==> config.mk <==
export PLATFORM = sky130hd
export DESIGN_NAME = dmem_arbiter
export DESIGN_NICKNAME = d
export VERILOG_FILES = /design/src/rtl/dmem_pkg.sv /design/src/rtl/dmem_rd_tag_pipe.sv /design/src/rtl/dmem_arbiter.sv
export SDC_FILE = /design/constraint.sdc
export NUM_CORES = 1
export LEC_CHECK = 0
export CORE_AREA = 2 2 613 615
export DETAILED_ROUTE_END_ITERATION = 12
export DIE_AREA = 0 0 615 617
export GPL_ROUTABILITY_DRIVEN = 0
export HOLD_SLACK_MARGIN = 0.08
export REMOVE_ABC_BUFFERS = 1
export SYNTH_ARGS = -nofsm -noshare
export SYNTH_HDL_FRONTEND = slang
export SYNTH_SLANG_ARGS = --single-unit
==> constraint.sdc <==
create_clock -name pxlclk -period 2.7 [get_ports pxlclk]
set_input_delay 0.27 -clock pxlclk [delete_from_list [all_inputs] [get_ports pxlclk]]
set_output_delay 0.27 -clock pxlclk [all_outputs]
set_load 0.005 [all_outputs]
==> src/rtl/dmem_pkg.sv <==
// Shared types and constants for the image data memory arbiter.
package dmem_pkg;

    localparam int DMEM_ADDR_W = 7;
    localparam int DMEM_DATA_W = 256;

    typedef enum logic [1:0] {
        IDLE    = 2'd0,
        CAPTURE = 2'd1,
        INFER   = 2'd2
    } state_t;

    typedef enum logic [1:0] {
        OWN_NONE = 2'd0,
        OWN_HOST = 2'd1,
        OWN_NN   = 2'd2
    } owner_t;

endpackage

==> src/rtl/dmem_rd_tag_pipe.sv <==
// Owner-tag shift register that follows each read through the DMEM latency
// and raises the matching rvalid when the data comes back.
module dmem_rd_tag_pipe
    import dmem_pkg::*;
#(
    parameter int MEM_LAT = 1
) (
    input  logic   clk_i,
    input  logic   rst_i,
    input  owner_t tag_i,
    output logic   host_rvalid_o,
    output logic   nn_rvalid_o
);

    owner_t tag_q [MEM_LAT];

    // Reset drops every read still in flight.
    always_ff @(posedge clk_i) begin
        if (rst_i) begin
            for (int i = 0; i < MEM_LAT; i++) begin
                tag_q[i] <= OWN_NONE;
            end
        end else begin
            tag_q[0] <= tag_i;
            for (int i = 1; i < MEM_LAT; i++) begin
                tag_q[i] <= tag_q[i-1];
            end
        end
    end

    assign host_rvalid_o = (tag_q[MEM_LAT-1] == OWN_HOST);
    assign nn_rvalid_o   = (tag_q[MEM_LAT-1] == OWN_NN);

endmodule

==> src/rtl/dmem_arbiter.sv <==
// Single-port DMEM owner: capture writes always win, host and NN share the
// rest round-robin, and a small FSM sequences capture -> inference -> idle.
module dmem_arbiter
    import dmem_pkg::*;
#(
    parameter int ADDR_W  = DMEM_ADDR_W,
    parameter int DATA_W  = DMEM_DATA_W,
    parameter int MEM_LAT = 1
) (
    input  logic              pxlclk,
    input  logic              rst,
    input  logic              cap_wren,
    input  logic [ADDR_W-1:0] cap_addr,
    input  logic [DATA_W-1:0] cap_data,
    input  logic              cap_done,
    input  logic              host_req,
    input  logic              host_we,
    input  logic [ADDR_W-1:0] host_addr,
    input  logic [DATA_W-1:0] host_wdata,
    output logic              host_gnt,
    output logic              host_rvalid,
    output logic [DATA_W-1:0] host_rdata,
    input  logic              nn_req,
    input  logic [ADDR_W-1:0] nn_addr,
    output logic              nn_gnt,
    output logic              nn_rvalid,
    output logic [DATA_W-1:0] nn_rdata,
    output logic              nn_start,
    input  logic              nn_done,
    input  logic              ovr_clr,
    output logic              frame_ovr,
    output logic [1:0]        busy_state,
    output logic              mem_wren,
    output logic [ADDR_W-1:0] mem_addr,
    output logic [DATA_W-1:0] mem_wdata,
    input  logic [DATA_W-1:0] mem_rdata
);

    state_t state_q, state_d;
    logic   rr_q, rr_d;          // 0: host has priority, 1: nn has priority
    logic   ovr_q, ovr_d;
    logic   start_q, start_d;
    owner_t tag_d;
    logic   nn_ok;

    assign nn_ok = nn_req && (state_q == INFER);

    always_comb begin
        host_gnt  = 1'b0;
        nn_gnt    = 1'b0;
        mem_wren  = 1'b0;
        mem_addr  = '0;
        mem_wdata = '0;
        tag_d     = OWN_NONE;
        rr_d      = rr_q;
        if (!rst) begin
            if (cap_wren) begin
                mem_wren  = 1'b1;
                mem_addr  = cap_addr;
                mem_wdata = cap_data;
            end else if (host_req && (!nn_ok || !rr_q)) begin
                host_gnt  = 1'b1;
                mem_wren  = host_we;
                mem_addr  = host_addr;
                mem_wdata = host_we ? host_wdata : '0;
                tag_d     = host_we ? OWN_NONE : OWN_HOST;
                rr_d      = 1'b1;
            end else if (nn_ok) begin
                nn_gnt    = 1'b1;
                mem_addr  = nn_addr;
                tag_d     = OWN_NN;
                rr_d      = 1'b0;
            end
        end
    end

    always_comb begin
        state_d = state_q;
        case (state_q)
            IDLE:    if (cap_wren) state_d = CAPTURE;
            CAPTURE: if (cap_done) state_d = INFER;
            INFER:   if (nn_done)  state_d = IDLE;
            default: state_d = IDLE;
        endcase
    end

    // Overrun set beats a simultaneous clear so no overwrite goes unreported.
    assign ovr_d   = (cap_wren && (state_q == INFER)) ? 1'b1 : (ovr_clr ? 1'b0 : ovr_q);
    assign start_d = (state_q == CAPTURE) && cap_done;

    always_ff @(posedge pxlclk) begin
        if (rst) begin
            state_q <= IDLE;
            rr_q    <= 1'b0;
            ovr_q   <= 1'b0;
            start_q <= 1'b0;
        end else begin
            state_q <= state_d;
            rr_q    <= rr_d;
            ovr_q   <= ovr_d;
            start_q <= start_d;
        end
    end

    dmem_rd_tag_pipe #(
        .MEM_LAT(MEM_LAT)
    ) u_tag_pipe (
        .clk_i         (pxlclk),
        .rst_i         (rst),
        .tag_i         (tag_d),
        .host_rvalid_o (host_rvalid),
        .nn_rvalid_o   (nn_rvalid)
    );

    assign host_rdata = host_rvalid ? mem_rdata : '0;
    assign nn_rdata   = nn_rvalid   ? mem_rdata : '0;
    assign nn_start   = start_q;
    assign frame_ovr  = ovr_q;
    assign busy_state = state_q;

endmodule

* Word-level counts from Yosys, hierarchy flattened
Memory sizes are Yosys's and may differ from the RTL's. Cells that the tools add are included.
Operators by class: equal/unequal tests 7, bitwise gates (word level) 1, reduce and logical (&&, ||, !) cells 13, muxes and demuxes 38
Operator list (count):
- $mux 256 | 6
- $mux 7 | 4
- $mux 1 | 19
- $mux 2 | 8
- $ne 2x2->1 const B | 3
- $pmux 2 s3 | 1
- $eq 2x1->1 const B | 2
- $eq 2x2->1 const B | 2
- $logic_and 1x1->1 | 4
- $reduce_bool 2->1 | 2
- $reduce_and 3->1 | 1
- $logic_not 1->1 | 2
- $logic_not 2->1 | 1
- $reduce_and 2->1 | 1
- $reduce_or 2->1 | 1
- $logic_or 1x1->1 | 1
- $not 1->1 | 1
Storage, ports and cells: memory bits (writable) 2, flip-flop bits (word level) 5, logic and storage cells 64, bits of input ports 798, memories kept 1
Memories:
- u_tag_pipe.tag_q | depth 1, width 2, read ports 1, clocked after memory_dff 0, wr ports 1, line dmem_rd_tag_pipe.sv:15 | owner_t tag_q [MEM_LAT];

* Longest topological paths before layout
Gate-level depths: netlist of the first run.
depth after elaboration 9, mapped depth 7, mapped depth without buffers 4

* Cells and area by module
Synthesis of the first run repeated with hierarchy kept, for this count alone.
Second synthesis, totals: cells, all modules 984, area, all modules 7161.9 um2
By module, submodules not included:
- dmem_arbiter | times used 1, area each 7094.3 um2, cells an instance 978
- dmem_rd_tag_pipe | times used 1, area each 67.6 um2, cells an instance 6

* Worst setup path after synthesis of the first run
Ideal clock, no wire load.
path kind register to output, from register state_q[1], in the netlist busy_state[1], to output mem_wdata[100], stages on the path, launching flop included 7, data required time 2.430 ns, slack 1.032 ns, data arrival time 1.398 ns, cell sequence dfxtp_1 > nand4b_1 > and3_1 > buf_2 > buf_6 > buf_6 > a32o_1
Between the ends: word-level cells in the longest chain between the ends 8
Ends and longest elaborated chain:
- start: declaration | line dmem_arbiter.sv:39 | state_t state_q, state_d;
- start signal: assignment | line dmem_arbiter.sv:98 | state_q <= state_d;
- $eq 2x2->1 | line dmem_arbiter.sv:46 | assign nn_ok = nn_req && (state_q == INFER);
- $logic_and 1x1->1 | line dmem_arbiter.sv:46
- $logic_not 1->1 | line dmem_arbiter.sv:61 | end else if (host_req && (!nn_ok || !rr_q)) begin
- $logic_or 1x1->1 | line dmem_arbiter.sv:61
- $logic_and 1x1->1 | line dmem_arbiter.sv:61
- $mux 256 | line dmem_arbiter.sv:61
- $mux 256 | line dmem_arbiter.sv:57 | if (cap_wren) begin
- $mux 256 | line dmem_arbiter.sv:56 | if (!rst) begin
- end: declaration | line dmem_arbiter.sv:35 | output logic [DATA_W-1:0] mem_wdata,
Every way passes these cells.

* Final worst setup path of the first run
from input cap_wren, to output mem_wdata[86]
Between the ends: word-level cells in the longest chain between the ends 2
Ends and longest elaborated chain:
- start: declaration | line dmem_arbiter.sv:12 | input logic cap_wren,
- $mux 256 | line dmem_arbiter.sv:57
- $mux 256 | line dmem_arbiter.sv:56
Every way passes these cells.

==> results of run 1 <==
[layout make-up]
| class | instances | area share, % |
|---|---|---|
| clock buffers | 4 | 0.234 |
| diodes | 72 | 0.536 |
| repair buffers | 1676 | 62.1 |
| well taps | 4994 | 18.6 |
| multi-input cells | 828 | 18.2 |
| flip-flops and latches | 7 | 0.417 |
[routing by layer]
metal / vias to the layer above / GRT usage, % / wire length [um]
met5: - / 0 / 1410
met1: 7965 / 17.2 / 116000
li1: 6811 / - / -
met3: 996 / 8.74 / 38800
met2: 1799 / 45.0 / 243000
met4: 222 / 6.53 / 18800
[flip-flops by register name, indices dropped and copies added (netlist names)]
signal,count
busy_state,2
u_tag_pipe.tag_q,2
frame_ovr,1
nn_start,1
rr_q,1
[kinds of logic after synthesis]
kind of cell	after synthesis	synth area share (%)
AO/OA/AOI/OAI	275	38.2
buffers and inverters	146	11.0
flip-flops	7	2.01
AND/OR/NAND/NOR	553	48.8
[final timing paths]
| check | startpoint | to |
|---|---|---|
| hold reg to reg | rr_q | rr_q |
| hold / removal | rr_q | rr_q |
| setup / recovery | cap_wren | mem_wdata[86] |
| setup reg to reg | busy_state[0] | u_tag_pipe.tag_q[0][0] |
[critical path: cells and delay by family]
family / cells / cell delay [ns]
buffers and inverters: 5 / 1.63
AO/OA/AOI/OAI: 1 / 0.22
AND/OR/NAND/NOR: 1 / 0.21
[metrics by stage]
stage           TNS, ns  util [%]
6_report              0      9.00
5_1_grt               0      8.98
4_1_cts               0      8.95
3_5_place_dp    -0.0446      8.93
3_3_place_gp    -0.0255      8.93
2_1_floorplan  -3709.81         -
[where the power goes]
part / total [mW] / leakage (nW) / internal (mW) / switching [mW]
Sequential: 0.114 / 0.0572 / 0.108 / 0.00579
Clock: 0.264 / 0.0386 / 0.197 / 0.0666
Combinational: 4.06 / 10.8 / 2.16 / 1.90
[cell usage after synthesis (2+ instances only)]
cell type / instances
or3b_2: 2
a22oi_1: 7
o21ai_0: 10
nor2b_1: 3
clkbuf_1: 98
nand2_1: 10
buf_6: 26
nor2_1: 12
a21oi_1: 3
buf_2: 20
dfxtp_1: 7
a32o_1: 255
nor3_1: 5
nand3b_1: 3
and2_1: 513
[layout by cell type (no fill, tap or decap)]
| master | synthesis | final |
|---|---|---|
| and2_1 | 513 | 513 |
| o21ai_1 | 0 | 1 |
| a21oi_1 | 3 | 3 |
| a32o_1 | 255 | 255 |
| nand3b_1 | 3 | 3 |
| dfxtp_1 | 7 | 7 |
| nor2b_4 | 0 | 3 |
| buf_6 | 26 | 1 |
| buf_4 | 0 | 142 |
| nand2b_1 | 1 | 1 |
| and3_4 | 0 | 1 |
| nand2_1 | 10 | 10 |
| nor2_1 | 12 | 11 |
| o21ai_0 | 10 | 9 |
| buf_12 | 0 | 444 |
| clkdlybuf4s50_1 | 0 | 1089 |
| diode_2 | 0 | 72 |
| or3b_2 | 2 | 2 |
| or2_2 | 1 | 1 |
| a22oi_1 | 7 | 7 |
| clkbuf_1 | 98 | 1 |
| nand3_1 | 1 | 1 |
| nor2_4 | 0 | 1 |
| clkbuf_16 | 0 | 3 |
| nor3_1 | 5 | 5 |
| nand4b_1 | 1 | 1 |
==> results.toml, run 1 <==
[place]
place_inst = 7505
dp_slack_ns = -0.0328
placed_area_um2 = 33400
hpwl_um = 401000
port-buffer-count = 1581

[cells_and_area]
final_nets = 3314
n_fill_cell = 43300
multiInputGateArea_um2 = 6110
syn_to_final_growth_pct = 381
drive_gt1_share_pct = 23.8
design_area_um2 = 33600
final_cells = 7581
seqCellArea_um2 = 140

[synthesis]
netlist_area_um2 = 6990
synth_edf_count = 0
syn_inst = 981
synth_cell_types = 22
synth_warnings = 0
synth-seq-cells = 7
syn_avg_cell_area_um2 = 7.12
ys.flop_type = "dfxtp_1"
yosys.area.top_type = "and2_1"
synth-seq-area-share_pct = 2.01
yosys-top-cells-area = "and2_1 (46%), a32o_1 (37%), clkbuf_1 (5.3%)"
postSynth.asyncResetShare_pct = 0
yosysTopAreaCellShare_pct = 45.9

[timing]
maxSlewViolCount = 0
setup_viol = 0
tightest_slew_ns = 0.664
rsz0062_at_grt = "no"
min_period_over_period_pct = 99.2
whs_ns = 0.492
setup_ws_ns = 0.0213
max_freq_mhz = 373
fin_crit_ns = 2.68
finalHoldViolCount = 0
relSlewSlack_pct = 55.7
fin_skew_ns = 0.00718

[grt]
grt_max_degree = 65
grt_pass1_wl_um = 457000
grt_usage_pct = 21.3
grt-ovfl-total = 0
grt_pass1_vias = 16100
antenna_found_initial = 494

[worst_setup_path]
crit_path_start_kind = "primary input"
crit_path_end_kind = "output pin"
cp_slowest_cell = "clkdlybuf4s50_1"
crit_arrival_ns = 2.41
r2r_setup_slack_ns = 1.39
worstSetupPathType = "primary input to output pin"
cpPeakStageDelay_ns = 0.56
cp_data_required_time_ns = 2.43
cp_max_fo = 22
reg2reg_depth = 3
cp_cell_sequence = "clkdlybuf4s50_1, buf_6, nor2b_4, buf_12, buf_12, a32o_1, clkdlybuf4s50_1"

[clocking]
root_buffer = "clkbuf_16"
cts_setup_buffers = 0
cts_tree = "yes"
cts_resized = 2
cts_max_path_buffers = 2
clk_pin_slew_ns = 0.04
htreeDepth = 1
cts_sinks = 7
clock_latency_ns = 0.24
cts_hold_buf = 0
cts_buffers = 3

[floorplan]
initial_utilization_pct = 1.87
io_pins = 1582
coreArea_um2 = 374000
dieArea_um2 = 379000
die_w_um = 615
die_h_um = 617
fp-row-count = 225

[drt]
wl_um = 418000
post-route-drc-count = 0
first_iter_violations = 1000
drt-pass1-iter-count = 5
num_vias = 17800
ant_nets = 0
wl_per_cell_um = 55.1
via_per_inst = 2.35

[power]
p_per_area_nw_per_um2 = 132
p_leak_nw = 10.9
power_mw = 4.44
max-vdd-ir-drop_mv = 0.183

[min_path]
hold_path.class = "flip-flop to flip-flop"
whs_path_depth = 2

[status]
status = "finished, final reports clean"

[run]
cap_violations = 0
No activity file was read; power rests on OpenSTA's default activity.
==> run 2: changes to the inputs <==
==> constraint.sdc (replaced) <==
create_clock -name pxlclk -period 3.35 [get_ports pxlclk]
set_input_delay 0.67 -clock pxlclk [delete_from_list [all_inputs] [get_ports pxlclk]]
set_output_delay 0.67 -clock pxlclk [all_outputs]
set_load 0.005 [all_outputs]
==> results.toml, run 2 (synthesized netlist as in run 1, its figures left out) <==
[drt]
topRoutingLayerUsed = "met5"
wl_um = 426000
post-route-drc-count = 0
drt-met1-wl_um = 117000
wl_met2_um = 250000
drt-pass1-iter-count = 5
route.met3.wl_um = 39200
via_per_inst = 2.39
first_iter_violations = 974
wl_per_cell_um = 56.2
num_vias = 18100
ant_nets = 0

[grt]
grt_pass1_vias = 16400
antenna_found_initial = 511
grt_pass1_wl_um = 464000
grt-ovfl-total = 0
grt_max_degree = 65
grt_usage_pct = 21.6

[cells_and_area]
syn_to_final_growth_pct = 369
final_nets = 3344
design_area_um2 = 32800
final_cells = 7575
multiInputGateArea_um2 = 6140
n_fill_cell = 43400
utilization_pct = 8.78
final_common_cell = "clkdlybuf4s50_1"
layout_common_cells = "clkdlybuf4s50_1 (1093), and2_1 (513), buf_12 (332)"
seqCellArea_um2 = 140
drive_gt1_share_pct = 23.5

[timing]
min_period_over_period_pct = 100
fin_tns_setup_ns = -0.00519
fin_skew_ns = 0.00641
fin_crit_ns = 3.36
finalHoldViolCount = 0
rsz0062_at_grt = "yes"
max_freq_mhz = 298
setup_viol = 1
maxSlewViolCount = 0
tightest_slew_ns = 0.653
setup_ws_ns = -0.00519
relSlewSlack_pct = 56.3

[floorplan]
io_pins = 1582
die_h_um = 617
fp-row-count = 225
initial_utilization_pct = 1.87
die_w_um = 615
coreArea_um2 = 374000
dieArea_um2 = 379000

[clocking]
cts_tree = "yes"
clk_pin_slew_ns = 0.04
root_buffer = "clkbuf_16"
clock_latency_ns = 0.24
cts_hold_buf = 0
cts_sinks = 7
htreeDepth = 1
cts_max_path_buffers = 2
cts_buffers = 3

[place]
placed_area_um2 = 32200
place_inst = 7512
port-buffer-count = 1581
hpwl_um = 406000

[worst_setup_path]
cp_data_required_time_ns = 2.68
crit_path_start_kind = "primary input"
crit_arrival_ns = 2.69
cp_max_fo = 7
worstSetupPathType = "primary input to output pin"
crit_path_end_kind = "output pin"
r2r_setup_slack_ns = 1.80

[power]
p_leak_nw = 11.2
power_mw = 3.63
max-vdd-ir-drop_mv = 0.124
p_per_area_nw_per_um2 = 111

[run]
cap_violations = 0

[status]
violations = "setup timing"
status = "finished with violations"

[min_path]
hold_path.class = "flip-flop to flip-flop"
## run 2: critical path: stages
cell	delay (ns)
clkdlybuf4s50_1	0.49
buf_8	0.16
nor2b_4	0.19
buf_4	0.14
buf_12	0.14
clkbuf_16	0.20
a32o_1	0.14
clkdlybuf4s50_1	0.50
## run 2: area by class of cell
cell class | count | area share (%)
multi-input cells | 828 | 18.7
well taps | 4994 | 19.1
clock buffers | 4 | 0.240
repair buffers | 1706 | 61.3
flip-flops and latches | 7 | 0.427
diodes | 36 | 0.275
## run 2: path summary, 6_finish.rpt
check | cells after the start | start | to
worst max-delay path | 8 | cap_wren | mem_wdata[112]
worst min-delay path | 2 | frame_ovr | frame_ovr
worst max register to register | 5 | busy_state[0] | u_tag_pipe.tag_q[0][0]
worst min register to register | 2 | frame_ovr | frame_ovr
## run 2: timing repair
item / 4_1_cts / 5_1_grt
resized for setup: 44 / 39
gates cloned: 4 / 4
endpoints found under the setup margin: 124 / 59
buffers inserted: 7 / 9
pin swaps: 1 / 6
## run 2: metal layers
| metal | global-route usage (%) | vias up |
|---|---|---|
| met5 | 0 | - |
| met3 | 8.58 | 1039 |
| met4 | 5.79 | 220 |
| met2 | 46.4 | 1882 |
| met1 | 17.3 | 8127 |
| li1 | - | 6848 |
## run 2: where the power goes
part | internal [mW] | switching (mW) | total (mW)
registers | 0.0874 | 0.00494 | 0.0923
clock network | 0.159 | 0.0489 | 0.208
logic | 1.75 | 1.58 | 3.33
total | 2.00 | 1.63 | 3.63
## run 2: through the flow
step / hold WS (ns) / worst slack (ns)
2_1_floorplan: 0.455 / -7.15
3_3_place_gp: 0.465 / -0.243
3_5_place_dp: 0.474 / -0.230
4_1_cts: 0.480 / -0.0495
5_1_grt: 0.496 / -0.0287
6_report: 0.485 / -0.00519
==> run 3: changes to the inputs <==
--- a/config.mk
+++ b/config.mk
@@ -5,11 +5,14 @@
 export SDC_FILE = /design/constraint.sdc
 export NUM_CORES = 1
 export LEC_CHECK = 0
-export CORE_AREA = 2 2 613 615
+export CELL_PAD_IN_SITES_DETAIL_PLACEMENT = 0
+export CELL_PAD_IN_SITES_GLOBAL_PLACEMENT = 1
+export CORE_AREA = 2 2 608 610
 export DETAILED_ROUTE_END_ITERATION = 12
-export DIE_AREA = 0 0 615 617
+export DIE_AREA = 0 0 610 612
 export GPL_ROUTABILITY_DRIVEN = 0
 export HOLD_SLACK_MARGIN = 0.08
+export PLACE_DENSITY_LB_ADDON = 0.1
 export REMOVE_ABC_BUFFERS = 1
 export SYNTH_ARGS = -nofsm -noshare
 export SYNTH_HDL_FRONTEND = slang
==> results.toml, run 3 (synthesized netlist as in run 1, its figures left out) <==
[status]
status = "finished, final reports clean"

[drt]
ant_nets = 0
wl_per_cell_um = 30.9
first_iter_violations = 579
drt-pass1-iter-count = 5
wl_um = 230000
num_vias = 15700
post-route-drc-count = 0
via_per_inst = 2.11

[clocking]
cts_sinks = 7
root_buffer = "clkbuf_16"
cts_tree = "yes"
clock_latency_ns = 0.23
cts_max_path_buffers = 2
clk_pin_slew_ns = 0.04
cts_hold_buf = 0
htreeDepth = 1
cts_buffers = 3

[grt]
grt_usage_pct = 11.6
grt_max_degree = 100
grt_pass1_wl_um = 265000
grt-ovfl-total = 0
grt_pass1_vias = 16100
antenna_found_initial = 137

[cells_and_area]
n_fill_cell = 42800
final_cells = 7430
final_common_cell = "clkdlybuf4s50_1"
design_area_um2 = 31400
syn_to_final_growth_pct = 349
final_nets = 3363
layout_common_cells = "clkdlybuf4s50_1 (1339), and2_1 (513), a32o_1 (239)"
drive_gt1_share_pct = 12.9
utilization_pct = 8.55

[worst_setup_path]
crit_path_end_kind = "output pin"
worstSetupPathType = "primary input to output pin"
crit_start = "host_req"
crit_arrival_ns = 2.66
cp_max_fo = 7
reg2reg_from = "busy_state[1]"
cp_data_required_time_ns = 2.68
crit_path_start_kind = "primary input"
r2r_setup_slack_ns = 1.62

[timing]
rsz0062_at_grt = "yes"
relSlewSlack_pct = 50.3
tightest_slew_ns = 0.738
fin_skew_ns = 0.000993
maxSlewViolCount = 0
min_period_over_period_pct = 99.3
finalHoldViolCount = 0
max_freq_mhz = 301
setup_viol = 0
fin_crit_ns = 3.33

[power]
p_per_area_nw_per_um2 = 96.7
max-vdd-ir-drop_mv = 0.0811
p_leak_nw = 10.6

[place]
placed_area_um2 = 30800
port-buffer-count = 1581
place_inst = 7376
hpwl_um = 213000

[floorplan]
io_pins = 1582
coreArea_um2 = 367000
initial_utilization_pct = 1.90
dieArea_um2 = 373000
fp-row-count = 223
die_w_um = 610
die_h_um = 612

[min_path]
hold_path.class = "flip-flop to flip-flop"
hp-start = "frame_ovr"

[run]
cap_violations = 0
## run 3: repair_timing
| action | 4_1_cts | 5_1_grt |
|---|---|---|
| pin swaps | 1 | 5 |
| buffers inserted | 3 | 9 |
| gates resized for setup | 69 | 49 |
| setup endpoints to repair | 250 | 94 |
| hold endpoints to repair | 0 | 0 |
| gates cloned | 3 | 6 |
## run 3: critical path, stage by stage
cell             delay (ns)
clkdlybuf4s50_1        0.49
and3_4                 0.25
buf_12                 0.19
buf_12                 0.17
buf_4                  0.20
a32o_1                 0.29
dlygate4sd2_1          0.38
## run 3: per-stage QoR
step / total power [mW] / setup slack (ns) / hold WS, ns / TNS, ns
CTS: 3.14 / -0.0247 / 0.471 / -0.129
global placement: 2.91 / -0.453 / 0.466 / -58.41
global route: 3.21 / -0.0256 / 0.488 / -0.219
finish: 3.04 / 0.0236 / 0.468 / 0
floorplan: 0.512 / -7.15 / 0.455 / -3620.74
detailed placement: 2.89 / -0.376 / 0.461 / -46.67
## run 3: final timing paths
check                           end  depth (start not counted)
min                       frame_ovr                          2
max                  mem_wdata[106]                          7
max reg2reg  u_tag_pipe.tag_q[0][1]                          6
min reg2reg               frame_ovr                          2
## run 3: layer usage
metal	up-vias	GRT usage [%]	share of wire, %
met5	-	0	0.26
met4	94	1.81	2.2
met3	248	3.26	6.7
met2	865	25.4	60
met1	7613	10.3	31
li1	6862	-	-
## run 3: where the power goes
part | leakage (nW) | switching [mW] | total, mW | internal (mW)
registers | 0.0572 | 0.00326 | 0.0907 | 0.0874
logic | 10.5 | 1.15 | 2.74 | 1.59
clock network | 0.0383 | 0.0504 | 0.209 | 0.159
total | 10.6 | 1.20 | 3.04 | 1.83
## run 3: final cells by class
cell class / instances / area [um^2] / share of cell area [%]
repair buffers: 1725 / 18900 / 60.3
multi-input cells: 828 / 6130 / 19.5
well taps: 4837 / 6050 / 19.3
flip-flops and latches: 7 / 140 / 0.446
clock buffers: 4 / 78.8 / 0.251
diodes: 29 / 72.6 / 0.231
